[config.mk]
export PLATFORM = sky130hd
export DESIGN_NAME = fb_gen_flat
export DESIGN_NICKNAME = d
export VERILOG_FILES = /design/src/rtl/fb_gen_if.sv /design/src/rtl/fb_gen.sv /design/src/flat_wrapper.sv
export SDC_FILE = /design/constraint.sdc
export NUM_CORES = 1
export LEC_CHECK = 0
export CAP_MARGIN = 20
export CELL_PAD_IN_SITES_DETAIL_PLACEMENT = 1
export CELL_PAD_IN_SITES_GLOBAL_PLACEMENT = 2
export CORE_ASPECT_RATIO = 1.4
export CORE_MARGIN = 2
export CORE_UTILIZATION = 41
export CTS_CLUSTER_DIAMETER = 40
export DETAILED_ROUTE_END_ITERATION = 8
export PLACE_DENSITY = 0.91
export SLEW_MARGIN = 20
export SYNTH_ARGS = -nofsm -noshare
export SYNTH_HDL_FRONTEND = slang
export SYNTH_SLANG_ARGS = --single-unit
[constraint.sdc]
create_clock -name clk -period 5.9 [get_ports clk]
set_input_delay 1.18 -clock clk [delete_from_list [all_inputs] [get_ports clk]]
set_output_delay 1.18 -clock clk [all_outputs]
set_load 0.02 [all_outputs]
[src/rtl/fb_gen_if.sv]
// Signal bundle between the DRSSTC interrupter side and the feedback front-end.
// The master drives enable and the raw comparator pins; the slave returns phase and flags.
interface fb_gen_if;
  logic en;
  logic fb_raw;
  logic ocd_raw;
  logic gen;
  logic ocd;
  logic locked;

  modport master (output en, fb_raw, ocd_raw, input gen, ocd, locked);
  modport slave  (input en, fb_raw, ocd_raw, output gen, ocd, locked);
endinterface

[src/rtl/fb_gen.sv]
// DRSSTC feedback front-end: syncs/deglitches CT feedback, runs a startup oscillator
// until lock, and produces a filtered, stretched overcurrent flag.
module fb_gen #(
  parameter int CLK_MHZ        = 100,
  parameter int START_FREQ_KHZ = 250,
  parameter int GLITCH_CLK     = 3,
  parameter int LOCK_EDGES     = 2,
  parameter int TIMEOUT_CLK    = 1000,
  parameter int OCD_FILTER_CLK = 4,
  parameter int OCD_HOLD_CLK   = 50
) (
  input logic     clk,
  input logic     rst_n,
  fb_gen_if.slave bus
);

  localparam int HALF  = CLK_MHZ * 1000 / (2 * START_FREQ_KHZ);
  localparam int OSC_W = $clog2(HALF + 1);
  localparam int GL_W  = $clog2(GLITCH_CLK + 1);
  localparam int ED_W  = $clog2(LOCK_EDGES + 1);
  localparam int TO_W  = $clog2(TIMEOUT_CLK + 1);
  localparam int FI_W  = $clog2(OCD_FILTER_CLK + 1);
  localparam int HO_W  = $clog2(OCD_HOLD_CLK + 1);

  localparam logic [OSC_W-1:0] OSC_LAST = OSC_W'(HALF - 1);
  localparam logic [GL_W-1:0]  GL_LAST  = GL_W'(GLITCH_CLK - 1);
  localparam logic [ED_W-1:0]  ED_LAST  = ED_W'(LOCK_EDGES - 1);
  localparam logic [ED_W-1:0]  ED_MAX   = ED_W'(LOCK_EDGES);
  localparam logic [TO_W-1:0]  TO_LAST  = TO_W'(TIMEOUT_CLK - 1);
  localparam logic [TO_W-1:0]  TO_MAX   = TO_W'(TIMEOUT_CLK);
  localparam logic [FI_W-1:0]  FI_MAX   = FI_W'(OCD_FILTER_CLK);
  localparam logic [HO_W-1:0]  HO_LOAD  = HO_W'(OCD_HOLD_CLK);

  typedef enum logic [1:0] {IDLE, START, LOCK} state_t;

  logic fb_m, fb_s, ocd_m, ocd_s;
  logic fb_f, fb_edge;
  logic [GL_W-1:0]  gl_cnt;
  logic [OSC_W-1:0] osc_cnt;
  logic [ED_W-1:0]  edge_cnt;
  logic [TO_W-1:0]  to_cnt;
  logic [FI_W-1:0]  filt_cnt, filt_nx;
  logic [HO_W-1:0]  hold_cnt;
  logic             ocd_q;
  state_t           state, state_nx;
  logic             gen_q, gen_nx, locked_q, locked_nx;
  logic             osc_wrap, lock_hit, timeout_hit;

  // Two-flop synchronizers for both asynchronous comparator inputs
  always_ff @(posedge clk) begin
    if (!rst_n) begin
      fb_m  <= 1'b0;
      fb_s  <= 1'b0;
      ocd_m <= 1'b0;
      ocd_s <= 1'b0;
    end else begin
      fb_m  <= bus.fb_raw;
      fb_s  <= fb_m;
      ocd_m <= bus.ocd_raw;
      ocd_s <= ocd_m;
    end
  end

  // fb_edge is high on the cycle fb_f is about to take the new level
  assign fb_edge = (fb_s != fb_f) && (gl_cnt == GL_LAST);

  always_ff @(posedge clk) begin
    if (!rst_n) begin
      fb_f   <= 1'b0;
      gl_cnt <= '0;
    end else if (fb_s == fb_f) begin
      gl_cnt <= '0;
    end else if (fb_edge) begin
      fb_f   <= fb_s;
      gl_cnt <= '0;
    end else begin
      gl_cnt <= gl_cnt + 1'b1;
    end
  end

  assign osc_wrap    = (osc_cnt == OSC_LAST);
  assign lock_hit    = fb_edge && (edge_cnt == ED_LAST);
  assign timeout_hit = !fb_edge && (to_cnt == TO_LAST);

  always_ff @(posedge clk) begin
    if (!rst_n) begin
      state    <= IDLE;
      gen_q    <= 1'b0;
      locked_q <= 1'b0;
    end else begin
      state    <= state_nx;
      gen_q    <= gen_nx;
      locked_q <= locked_nx;
    end
  end

  always_comb begin
    state_nx = state;
    if (!bus.en) begin
      state_nx = IDLE;
    end else begin
      case (state)
        IDLE:    state_nx = START;
        START:   if (lock_hit) state_nx = LOCK;
        LOCK:    if (timeout_hit) state_nx = START;
        default: state_nx = IDLE;
      endcase
    end
  end

  // On the lock cycle fb_s already equals fb_f's next value
  always_comb begin
    gen_nx    = 1'b0;
    locked_nx = 1'b0;
    case (state_nx)
      START: gen_nx = (state == START) ? (gen_q ^ osc_wrap) : 1'b1;
      LOCK: begin
        locked_nx = 1'b1;
        gen_nx    = (state == START) ? fb_s : fb_f;
      end
      default: gen_nx = 1'b0;
    endcase
  end

  always_ff @(posedge clk) begin
    if (!rst_n) begin
      osc_cnt  <= '0;
      edge_cnt <= '0;
      to_cnt   <= '0;
    end else begin
      if (state == START && state_nx == START) begin
        osc_cnt <= osc_wrap ? '0 : osc_cnt + 1'b1;
        if (fb_edge && edge_cnt != ED_MAX) edge_cnt <= edge_cnt + 1'b1;
      end else begin
        osc_cnt  <= '0;
        edge_cnt <= '0;
      end
      if (state == LOCK && state_nx == LOCK) begin
        if (fb_edge)               to_cnt <= '0;
        else if (to_cnt != TO_MAX) to_cnt <= to_cnt + 1'b1;
      end else begin
        to_cnt <= '0;
      end
    end
  end

  // Overcurrent path runs regardless of FSM state
  always_comb begin
    filt_nx = '0;
    if (ocd_s) filt_nx = (filt_cnt == FI_MAX) ? filt_cnt : filt_cnt + 1'b1;
  end

  always_ff @(posedge clk) begin
    if (!rst_n) begin
      filt_cnt <= '0;
      hold_cnt <= '0;
      ocd_q    <= 1'b0;
    end else begin
      filt_cnt <= filt_nx;
      if (filt_nx == FI_MAX) begin
        ocd_q    <= 1'b1;
        hold_cnt <= HO_LOAD;
      end else if (!ocd_s && ocd_q) begin
        if (hold_cnt <= HO_W'(1)) begin
          hold_cnt <= '0;
          ocd_q    <= 1'b0;
        end else begin
          hold_cnt <= hold_cnt - 1'b1;
        end
      end
    end
  end

  assign bus.gen    = gen_q;
  assign bus.ocd    = ocd_q;
  assign bus.locked = locked_q;

endmodule

[src/flat_wrapper.sv]
// flat-port wrapper written by rule: the top's interface ports become plain ports
module fb_gen_flat 
#(
  parameter int CLK_MHZ        = 100,
  parameter int START_FREQ_KHZ = 250,
  parameter int GLITCH_CLK     = 3,
  parameter int LOCK_EDGES     = 2,
  parameter int TIMEOUT_CLK    = 1000,
  parameter int OCD_FILTER_CLK = 4,
  parameter int OCD_HOLD_CLK   = 50
)
  (clk, rst_n, bus_en, bus_fb_raw, bus_ocd_raw, bus_gen, bus_ocd, bus_locked);
  fb_gen_if bus_i ();
  input logic clk;
  input logic rst_n;
  input wire logic [$bits(bus_i.en)-1:0] bus_en;
  input wire logic [$bits(bus_i.fb_raw)-1:0] bus_fb_raw;
  input wire logic [$bits(bus_i.ocd_raw)-1:0] bus_ocd_raw;
  output wire logic [$bits(bus_i.gen)-1:0] bus_gen;
  output wire logic [$bits(bus_i.ocd)-1:0] bus_ocd;
  output wire logic [$bits(bus_i.locked)-1:0] bus_locked;
  assign bus_i.en = bus_en;
  assign bus_i.fb_raw = bus_fb_raw;
  assign bus_i.ocd_raw = bus_ocd_raw;
  assign bus_gen = bus_i.gen;
  assign bus_ocd = bus_i.ocd;
  assign bus_locked = bus_i.locked;
  fb_gen #(.CLK_MHZ(CLK_MHZ), .START_FREQ_KHZ(START_FREQ_KHZ), .GLITCH_CLK(GLITCH_CLK), .LOCK_EDGES(LOCK_EDGES), .TIMEOUT_CLK(TIMEOUT_CLK), .OCD_FILTER_CLK(OCD_FILTER_CLK), .OCD_HOLD_CLK(OCD_HOLD_CLK)) u_core (.clk(clk), .rst_n(rst_n), .bus(bus_i));
endmodule
Word-level counts from Yosys, hierarchy flattened
Cells that the tools add are included.
{ "totals": {"wordCells": 77, "reg_bits": 41, "out_inout_bits": 3} }
{ "op_classes": {"n_eq_ne": 14, "muxes": 16, "bitwise_logic": 5, "n_reduce_logical": 19, "n_addsub": 6, "magnitude_cmp": 1} }
{ "ops": {"columns": ["cell", "count"], "rows": [
  ["2-to-1 mux 6 bit", 3],
  ["adder 10 x 1 -> 10 bit, second input constant", 1],
  ["equality test 10 bit, second input constant", 1],
  ["!= test 10 bit, second input constant", 1],
  ["OR reduction 3 bit", 3],
  ["adder 8 x 1 -> 8 bit, second input constant", 1],
  ["equality test 8 bit, second input constant", 1],
  ["logical AND 1 bit", 7],
  ["equality test 2 x 1 -> 1 bit, second input constant", 3],
  ["equality test 2 bit, second input constant", 3],
  ["equality test 3 bit, second input constant", 2],
  ["<= comparator 6 x 1 -> 1 bit, second input constant", 1],
  ["2-to-1 mux 1 bit", 6],
  ["2-to-1 mux 2 bit", 3],
  ["2-to-1 mux 3 bit", 2],
  ["case mux 2 bit (3 select lines)", 1],
  ["AND reduction 2 bit", 3],
  ["subtractor 6 x 1 -> 6 bit, second input constant", 1],
  ["adder 2 x 1 -> 2 bit, second input constant", 2],
  ["NOT 1 bit", 4],
  ["nonzero test 2 bit", 2],
  ["adder 3 x 1 -> 3 bit, second input constant", 1],
  ["logical NOT 1 bit", 2],
  ["logical NOT 2 bit", 1],
  ["other kinds (6)", 6]
]} }

Logic depth before layout (Yosys ltp)
Gate-level depths: netlist (run 1).
{ "depth": {"word_depth": 11, "ltp_mapped": 10, "depth_no_buf": 10} }

Least setup slack after synthesis (run 1)
No wires, ideal clock.
{ "synth_timing": {"path_kind": "in2reg", "start": "input bus_en", "end": "register u_core.osc_cnt[3]", "t_arrival_ns": 2.239, "path_slack_ns": 3.540, "setup_ns": 0.121, "path_buffers": 1, "path_stages": 8, "path_cell_list": "o21ai_0 a211oi_2 inv_1 ha_1 nand3_1 or2_0 clkbuf_1 nor2_1"} }
{ "synth_between": {"elab_chain_cells": 5} }
{ "synth_rtl": {"columns": ["item", "line", "source"], "rows": [
  ["start, declared", "flat_wrapper.sv:16", "input wire logic [$bits(bus_i.en)-1:0] bus_en;"],
  ["2-to-1 mux 2 bit", "fb_gen.sv:99", "if (!bus.en) begin"],
  ["named net u_core.state_nx[1]", "fb_gen.sv:45", "state_t state, state_nx;"],
  ["equality test 2 x 1 -> 1 bit", "fb_gen.sv:131", "if (state == START && state_nx == START) begin"],
  ["logical AND 1 bit", "fb_gen.sv:131", null],
  ["NOT 1 bit (no line)", null, null],
  ["OR reduction 3 bit (no line)", null, null],
  ["end signal, assigned", "fb_gen.sv:132", "osc_cnt <= osc_wrap ? '0 : osc_cnt + 1'b1;"],
  ["end, declared", "fb_gen.sv:39", "logic [OSC_W-1:0] osc_cnt;"]
]} }
The timed path passes the listed nets, and every way through them passes these cells.
A chain may end at the register's enable or synchronous reset.

Worst setup path in the final report (run 1)
{ "layout_timing": {"start": "input bus_en", "end": "register u_core.osc_cnt[5]"} }
Same word-level chain as after synthesis.

==> qor.txt, run 1 <==
Core Area: 0.00477 mm2
Library cells used by synthesis: 43
Antenna Diode Count: 0
Crit-path max FO: 6
H-tree levels: 2
WL met3: 68 um
Worst Setup Start Kind: primary input
Leakage power: 0.805 nW
GR Overflow Total: 0
MaxCap Viol Count: 0
Commonest non-fill, non-tap cell in the layout: dfxtp_1
Antenna violations before repair: 0
Wire length on met2: 2.24 mm
Max_slew headroom: 0.614
Post-synth EDFFs: 0
First-pass GRT wire length: 7.09 mm
Remaining DRCs: 0
RSZ-0062 raised after global routing: no
Gr usage total: 0.166
IO Count: 8
Worst slew pin tran: 0.578 ns
Top FF cell, synth: dfxtp_1
Metal-1 WL: 1.53 mm
Final hold vios: 0
Worst setup margin: 3.10 ns
Max VDD drop: 0.125 mV
Max Buffers Root-to-Sink: 2
# resized after CTS: 0
Fmax achieved: 357 MHz
Clk Tree Root Cell: clkbuf_8
Post-Route WL: 3.91 mm
R2R setup slack: 3.58 ns
Hold WS: 0.413 ns
Average routed wire per standard cell: 13.3 um
Clock-pin slew on the worst setup and hold paths: 0.07 ns
Setup_tns: 0 ns
Postcts setup bufs: 0
Total CTS buffers: 5
Die ar.: 0.00548 mm2
Mean Syn Cell Area: 9.25 um2
Class of the worst hold path: flip-flop to flip-flop
ANT nets after route: 0
PD cells: 246 mW/mm2
Worst Setup Path Type: primary input to flip-flop
Area of the mapped netlist: 0.00201 mm2
Worst Skew: 0.00788 ns
GPL Wtd Cong: 0.790
Slew Limit Fails: 0
Synthesis-to-layout area growth: 13.5%
Final Cycle Share: 0.475
Register area share after synthesis: 0.409
Initial detailed-routing violation count: 15
Post-Syn Instances: 217
First-pass iteration count of the detailed router: 4
Clock latency on the worst-skew pair: 0.30 ns
Most frequent cells in the layout: 41 x dfxtp_1, 29 x nor2_1, 18 x nand2_1
Hold Buf Count CTS: 0
Vias per Instance: 5.10
CTS sink cnt: 41
Largest net degree at the start of global routing: 20
Synth Register Bits: 41
Syn nets: 234
Setup violators final: 0
Layout cells sized above 1: 0.0873
Worst endpoint required time: 6.07 ns
CTS tree: built
Outcome: completed
DR top layer: met4
Site row count: 30
CP Data Arrival Time: 2.97 ns
Vias in the first global route: 1545
Total number of vias: 1493
Die X-Extent: 63.1 um
Die height: 86.8 um
Initial Util: 0.421
Ys async rst share: 0
Setup crit end kind: flip-flop
Nets: 245
Ys Warns: 0
PortBufs: 7
Pre-CTS WS: 2.73 ns
Final HPWL DP: 3.03 mm
Tmin final: 2.80 ns
[logic make-up (layout without fill, tap and decap cells)]
group | count (synthesis) | in the layout | synth area share
AO/OA/AOI/OAI | 23 | 23 | 0.0898
XOR/XNOR | 17 | 17 | 0.0779
adder cells (fa/ha/maj) | 12 | 12 | 0.0748
buffers and inverters | 16 | 28 | 0.0305
flip-flops | 41 | 41 | 0.409
multiplexers | 7 | 7 | 0.0355
AND/OR/NAND/NOR | 101 | 101 | 0.282
[metal layers]
| layer | GRT usage | up-vias |
|---|---|---|
| met5 | 0 | - |
| met4 | 0.0727 | 0 |
| met3 | 0.0325 | 5 |
| met2 | 0.321 | 11 |
| met1 | 0.172 | 726 |
| li1 | - | 751 |
[stage by stage]
step	total power, mW	cell area (um2)	cells	utilization
2_1_floorplan	0.297	2010	217	-
3_3_place_gp	0.303	2140	285	0.450
3_5_place_dp	0.303	2140	285	0.450
4_1_cts	0.572	2280	293	0.478
5_1_grt	0.584	2280	293	0.478
6_report	0.560	2280	293	0.478
[Yosys cell counts, types with 2 or more instances]
library cell	number	area (um2)
a21boi_0	3	22.5
a21oi_1	3	15.0
and2_1	6	37.5
and3_1	6	37.5
clkbuf_1	2	7.51
dfxtp_1	41	821
ha_1	12	150
inv_1	13	48.8
mux2i_1	6	60.1
nand2_1	18	67.6
nand2b_1	3	18.8
nand3_1	12	60.1
nor2_1	29	109
nor2b_1	6	37.5
nor3_1	6	30.0
nor3b_1	2	15.0
nor4_1	2	12.5
nor4_4	2	42.5
o211ai_1	2	15.0
o21ai_0	6	30.0
xnor2_1	9	78.8
xor2_1	7	61.3
[path summary, 6_finish.rpt]
kind	startpoint	endpoint	depth (start not counted)
hold / removal	u_core.gl_cnt[0]	u_core.gl_cnt[0]	1
hold reg to reg	u_core.gl_cnt[0]	u_core.gl_cnt[0]	1
setup reg to reg	u_core.to_cnt[5]	u_core.osc_cnt[5]	8
setup / recovery	bus_en	u_core.osc_cnt[5]	8
[state kept, by name (all words and copies together) (netlist names)]
| signal | count |
|---|---|
| u_core.ocd_s | 1 |
| u_core.fb_s | 1 |
| u_core.osc_cnt | 8 |
| u_core.to_cnt | 10 |
| u_core.filt_cnt | 3 |
| u_core.fb_m | 1 |
| u_core.hold_cnt | 6 |
| u_core.edge_cnt | 2 |
| u_core.bus.gen | 1 |
| u_core.bus.ocd | 1 |
| u_core.fb_f | 1 |
| u_core.state | 2 |
| u_core.bus.locked | 1 |
| u_core.ocd_m | 1 |
| u_core.gl_cnt | 2 |
[report_power, final]
group          internal, mW  total, mW  switching [mW]
Sequential            0.279      0.282         0.00255
Combinational       0.00725     0.0144         0.00711
Clock                 0.168      0.264          0.0964
[worst max-delay path, stage by stage]
cell and delay (ns):
clkdlybuf4s50_1 0.51, o21ai_0 0.13, a211oi_2 0.27, inv_1 0.08
ha_1 0.22, nand3_1 0.17, or2_0 0.33, nor2_1 0.09
[final cells by class]
class                           count  area, um2
Fill cell                         575       2490
Inverter                           13       48.8
Multi-Input combinational cell    160       1120
Clock inverter                      3       65.1
Sequential cell                    41        821
Timing Repair Buffer                7       70.1
Tap cell                           64       80.1
Clock buffer                        5       68.8
No activity file was read; power rests on OpenSTA's default activity.
==> inputs of run 2 (changes only) <==
- CORE_UTILIZATION: 41 -> 34
- PLACE_DENSITY: 0.91 -> 0.82
- clock period: 5.9 -> 2.4 ns (I/O delays scaled with it)
==> run 2 against run 1 <==
  * Die area up 19%
  * Highest routed layer unchanged
  * Largest cell class unchanged
  * Clock-buffer cell count up 2
  * Critical path depth up 1
  * Register-to-register slack worse by 3.4 ns
  * Sequential cell count unchanged
  * First-iteration DRC count up 6.7%
  * Clock power up 120%
  * Global-route usage down 3.3 points
==> qor.txt, run 2 (synthesis gave the netlist of run 1 again) <==
Outcome: completed
Switching share of power: 0.196
Reg2reg path depth: 9
Core Area: 0.00578 mm2
Fmax achieved: 453 MHz
Final Cycle Share: 0.920
Clk Tree Root Cell: clkbuf_8
Total number of vias: 1492
Initial detailed-routing violation count: 16
Internal: 1.05 mW
Net Sw Power: 0.254 mW
Footprint of the multi-input gates: 0.00112 mm2
Class of the worst hold path: flip-flop to flip-flop
Max FFs per register: 10
Vias per Instance: 4.88
Remaining DRCs: 0
PD cells: 560 mW/mm2
CP Data Arrival Time: 2.39 ns
MaxCap Viol Count: 0
FF-to-FF Start: u_core.to_cnt[4]
Worst slew pin tran: 0.505 ns
Postcts setup bufs: 0
Layout cells sized above 1: 0.110
Largest Register: u_core.to_cnt
H-tree levels: 2
Pwr Total: 1.30 mW
CTS sink cnt: 41
First-pass GRT wire length: 6.62 mm
Total CTS buffers: 5
Die X-Extent: 68.9 um
Worst hold start: u_core.gl_cnt[0]
Reg area: 821 um2
Biggest regs: u_core.to_cnt: 10 flops, u_core.osc_cnt: 8 flops, u_core.hold_cnt: 6 flops
Initial Util: 0.347
Slew Limit Fails: 0
Average routed wire per standard cell: 12.6 um
Site row count: 33
Clock-pin slew on the worst setup and hold paths: 0.08 ns
IO Count: 8
Commonest non-fill, non-tap cell in the layout: dfxtp_1
Worst Hold Depth: 1
Setup violators final: 0
Crit-path max FO: 5
Worst Skew: 0.00688 ns
Die height: 94.9 um
First-pass iteration count of the detailed router: 4
ANT nets after route: 0
Worst Setup Path Type: flip-flop to flip-flop
Max Buffers Root-to-Sink: 2
Max VDD drop: 0.289 mV
Clock latency on the worst-skew pair: 0.29 ns
Worst Setup Start Kind: flip-flop
Largest net degree at the start of global routing: 15
Final HPWL DP: 3.01 mm
GPL Wtd Cong: 0.696
R2R Path End: u_core.to_cnt[1]
Setup_tns: 0 ns
# resized after CTS: 0
RSZ-0062 raised after global routing: no
Hold Buf Count CTS: 0
FILL cells: 691
Final hold vios: 0
Setup crit end kind: flip-flop
Combinational Power Share: 0.030
Synthesis-to-layout area growth: 15.6%
Antenna violations before repair: 0
Antenna Diode Count: 0
Die ar.: 0.00654 mm2
Hold WS: 0.411 ns
Sequential power share: 0.533
R2R setup slack: 0.19 ns
GR Overflow Total: 0
Max_slew headroom: 0.662
Gr usage total: 0.134
PortBufs: 7
Tmin final: 2.21 ns
Vias in the first global route: 1525
Most frequent cells in the layout: 41 x dfxtp_1, 29 x nor2_1, 18 x nand2_1
Leakage power: 0.828 nW
Hold Path End: u_core.gl_cnt[0]
CTS tree: built
Nets: 252
Worst endpoint required time: 2.58 ns
Post-Route WL: 3.84 mm
Clock share of power: 0.438
[run 2: cell types whose count changed in the layout (fill, tap and decap cells not counted), sizes merged]
cell / previous run / this run
buf: 0 / 7
clkbuf: 5 / 7
bufinv: 2 / 1
clkinv: 1 / 0
[run 2: power groups by stage]
| stage | sequential, mW | clock (mW) | combinational (mW) |
|---|---|---|---|
| 5_1_grt | 0.693 | 0.616 | 0.0432 |
| 6_report | 0.692 | 0.569 | 0.0384 |
| 2_1_floorplan | 0.708 | 0 | 0.0218 |
| 3_5_place_dp | 0.709 | 0 | 0.0393 |
| 3_3_place_gp | 0.709 | 0 | 0.0387 |
| 4_1_cts | 0.693 | 0.589 | 0.0394 |
[run 2: layout make-up]
type,count,share of cell area
sequential,41,0.354
timing repair buffer,14,0.0528
inverter,13,0.0210
multi-input combinational,160,0.485
clock buffer,7,0.0372
tap,70,0.0377
clock inverter,1,0.0129
[run 2: through the flow]
stage                     setup slack, ns  utilization  instances  instance area (um2)
final                               0.192        0.402        306                 2320
after global routing              0.00305        0.402        306                 2320
after CTS                           0.152        0.402        306                 2320
after detailed placement            0.121        0.381        298                 2200
after global placement              0.168        0.381        298                 2200
after floorplan                     0.347            -        217                 2010
[run 2: worst max-delay path: stages (launching register included)]
cell,delay [ns]
dfxtp_1,0.35
or2b_2,0.35
a2111oi_4,0.34
a21oi_1,0.16
nand2b_1,0.19
ha_1,0.22
and2_1,0.15
nand3_1,0.14
buf_4,0.16
nor2_1,0.05
[run 2: worst max path at each step]
stage | from | end | cells after the start
5_1_grt | u_core.gl_cnt[0] | u_core.osc_cnt[5] | 10
4_1_cts | u_core.to_cnt[4] | u_core.to_cnt[1] | 9
3_5_place_dp | bus_en | u_core.to_cnt[1] | 8
6_report | u_core.to_cnt[4] | u_core.to_cnt[1] | 9
3_3_place_gp | bus_en | u_core.to_cnt[1] | 8
2_1_floorplan | u_core.to_cnt[9] | u_core.osc_cnt[3] | 9
[run 2: routing by layer]
metal | track usage | part of all wire | vias to the layer above | wire length, um
met5 | 0 | 0 | - | 0
met4 | 0.0605 | 0.026 | 0 | 99
met3 | 0.0298 | 0.017 | 8 | 66
met2 | 0.243 | 0.54 | 11 | 2080
met1 | 0.142 | 0.42 | 707 | 1600
li1 | - | - | 766 | -
==> inputs of run 3 (changes only) <==
- CORE_MARGIN: 2 -> default
==> run 3 against run 2 <==
  * Critical endpoint is now u_core.to_cnt[4]
  * Non-clock buffer count stayed put
  * Clock power is 16% higher
  * Combinational power is 2% lower
  * Largest power group unchanged
  * Sequential cell count stayed put
==> qor.txt, run 3 (synthesis gave the netlist of run 1 again) <==
PortBufs: 7
Combinational Power Share: 0.027
Hold Buf Count CTS: 0
Hold Path End: u_core.gl_cnt[0]
Crit-path max FO: 10
Clk Tree Root Cell: clkbuf_8
RSZ-0062 raised after global routing: no
Family with the most delay on the worst path: simple AND/OR/NAND/NOR gates
IO Count: 8
Synthesis-to-layout area growth: 16.4%
Tmin final: 2.21 ns
CP Data Arrival Time: 2.40 ns
Total number of vias: 1525
Initial Util: 0.358
Final hold vios: 0
Largest Register: u_core.to_cnt
Post-Layout Cell Count: 304
CTS tree: built
Worst Hold Depth: 1
Clock-pin slew on the worst setup and hold paths: 0.08 ns
Worst Setup Path Type: flip-flop to flip-flop
Max VDD drop: 0.406 mV
Average routed wire per standard cell: 12.9 um
Core Area: 0.00561 mm2
Outcome: completed
H-tree levels: 2
FF-to-FF Start: u_core.to_cnt[9]
Worst endpoint required time: 2.59 ns
WL met3: 82 um
PD cells: 595 mW/mm2
Metal-1 WL: 1.58 mm
Fmax achieved: 453 MHz
Internal: 1.12 mW
Buf/Inv on CP: 1
Site row count: 32
Vias in the first global route: 1540
# resized after CTS: 0
Setup violators final: 0
Max incr delay on CP: 0.35 ns
Largest net degree at the start of global routing: 17
Antenna Diode Count: 0
Max FFs per register: 10
Worst Setup Start Kind: flip-flop
Final HPWL DP: 3.01 mm
Sequential power share: 0.498
First-pass iteration count of the detailed router: 4
GR Overflow Total: 0
Worst Skew: 0.00698 ns
Utilization after layout: 0.417
Setup crit end kind: flip-flop
ANT nets after route: 0
Nets: 252
Initial detailed-routing violation count: 28
Most frequent cells in the layout: 41 x dfxtp_1, 29 x nor2_1, 18 x nand2_1
Die X-Extent: 66.9 um
Placed cells: 296
Net Sw Power: 0.270 mW
Leakage power: 0.839 nW
Reg2reg path depth: 9
Post-Route WL: 3.91 mm
Vias per Instance: 5.02
Setup_tns: 0 ns
Switching share of power: 0.195
Die ar.: 0.00622 mm2
Clock share of power: 0.475
Worst slew pin tran: 0.480 ns
Clock latency on the worst-skew pair: 0.30 ns
Wire length on met2: 2.14 mm
Final Cycle Share: 0.919
CTS sink cnt: 41
Worst hold start: u_core.gl_cnt[0]
Postcts setup bufs: 0
Class of the worst hold path: flip-flop to flip-flop
Commonest non-fill, non-tap cell in the layout: dfxtp_1
Slowest CP cell: dfxtp_1
R2R setup slack: 0.19 ns
Layout cells sized above 1: 0.114
Slew Limit Fails: 0
GPL Wtd Cong: 0.732
MaxCap Viol Count: 0
Die height: 92.9 um
R2R Path End: u_core.to_cnt[4]
First-pass GRT wire length: 6.69 mm
Max Buffers Root-to-Sink: 2
DR top layer: met4
Biggest regs: u_core.to_cnt: 10 flops, u_core.osc_cnt: 8 flops, u_core.hold_cnt: 6 flops
Gr usage total: 0.144
Remaining DRCs: 0
Total CTS buffers: 5
Max_slew headroom: 0.678
Antenna violations before repair: 0
Cells along the critical path: or2b_2, a2111oi_4, a21oi_1, nand2b_1, ha_1, and2_1, nand3_1, buf_4, nor2_1
run 3: cell types whose count changed in the layout (fill, tap and decap cells not counted):
| cell | previous run | this run |
|---|---|---|
| bufinv_16 | 1 | 2 |
| clkinv_2 | 0 | 1 |
| clkbuf_8 | 6 | 5 |
| clkbuf_1 | 1 | 0 |
run 3: worst reg2reg max path: stages, from the launching register on:
cell and delay, ns:
dfxtp_1 0.35, or2b_2 0.35, a2111oi_4 0.35, a21oi_1 0.15, nand2b_1 0.18, ha_1 0.22, and2_1 0.18, nand3_1 0.09
buf_4 0.17, nor2_1 0.06
run 3: worst max-delay path by stage:
stage                     startpoint                end  slack [ns]  depth (start not counted)
floorplan           u_core.to_cnt[9]  u_core.osc_cnt[3]        0.35                          9
global placement              bus_en   u_core.to_cnt[2]        0.17                          8
detailed placement            bus_en   u_core.to_cnt[2]        0.12                          8
CTS                 u_core.to_cnt[9]   u_core.to_cnt[4]        0.17                          9
global route        u_core.to_cnt[9]  u_core.osc_cnt[3]        0.07                          9
finish              u_core.to_cnt[9]   u_core.to_cnt[4]        0.19                          9
run 3: area by class of cell:
cell class / instances / area [um2]
fillers: 677 / 3270
multi-input cells: 160 / 1120
flip-flops and latches: 41 / 821
repair buffers: 14 / 123
well taps: 68 / 85.1
clock buffers: 5 / 68.8
clock inverters: 3 / 65.1
inverters: 13 / 48.8
run 3: power groups by stage:
stage	Combinational (mW)	Clock (mW)	Sequential, mW
after global routing	0.0426	0.707	0.694
final	0.0375	0.660	0.692
after CTS	0.0386	0.682	0.693
after global placement	0.0383	0	0.709
after detailed placement	0.0382	0	0.709
after floorplan	0.0218	0	0.708
run 3: metrics by stage:
step	setup WS [ns]	power, mW	cell area [um2]	hold slack (ns)
5_1_grt	0.0706	1.44	2340	0.450
6_report	0.194	1.39	2340	0.412
2_1_floorplan	0.347	0.730	2010	0.392
3_5_place_dp	0.120	0.747	2200	0.406
3_3_place_gp	0.171	0.747	2200	0.401
4_1_cts	0.173	1.41	2340	0.418
run 3: per-layer routing:
layer | vias to the layer above | global-route usage
met5 | - | 0
met4 | 0 | 0.0798
met3 | 9 | 0.0296
met2 | 16 | 0.272
met1 | 728 | 0.137
li1 | 772 | -
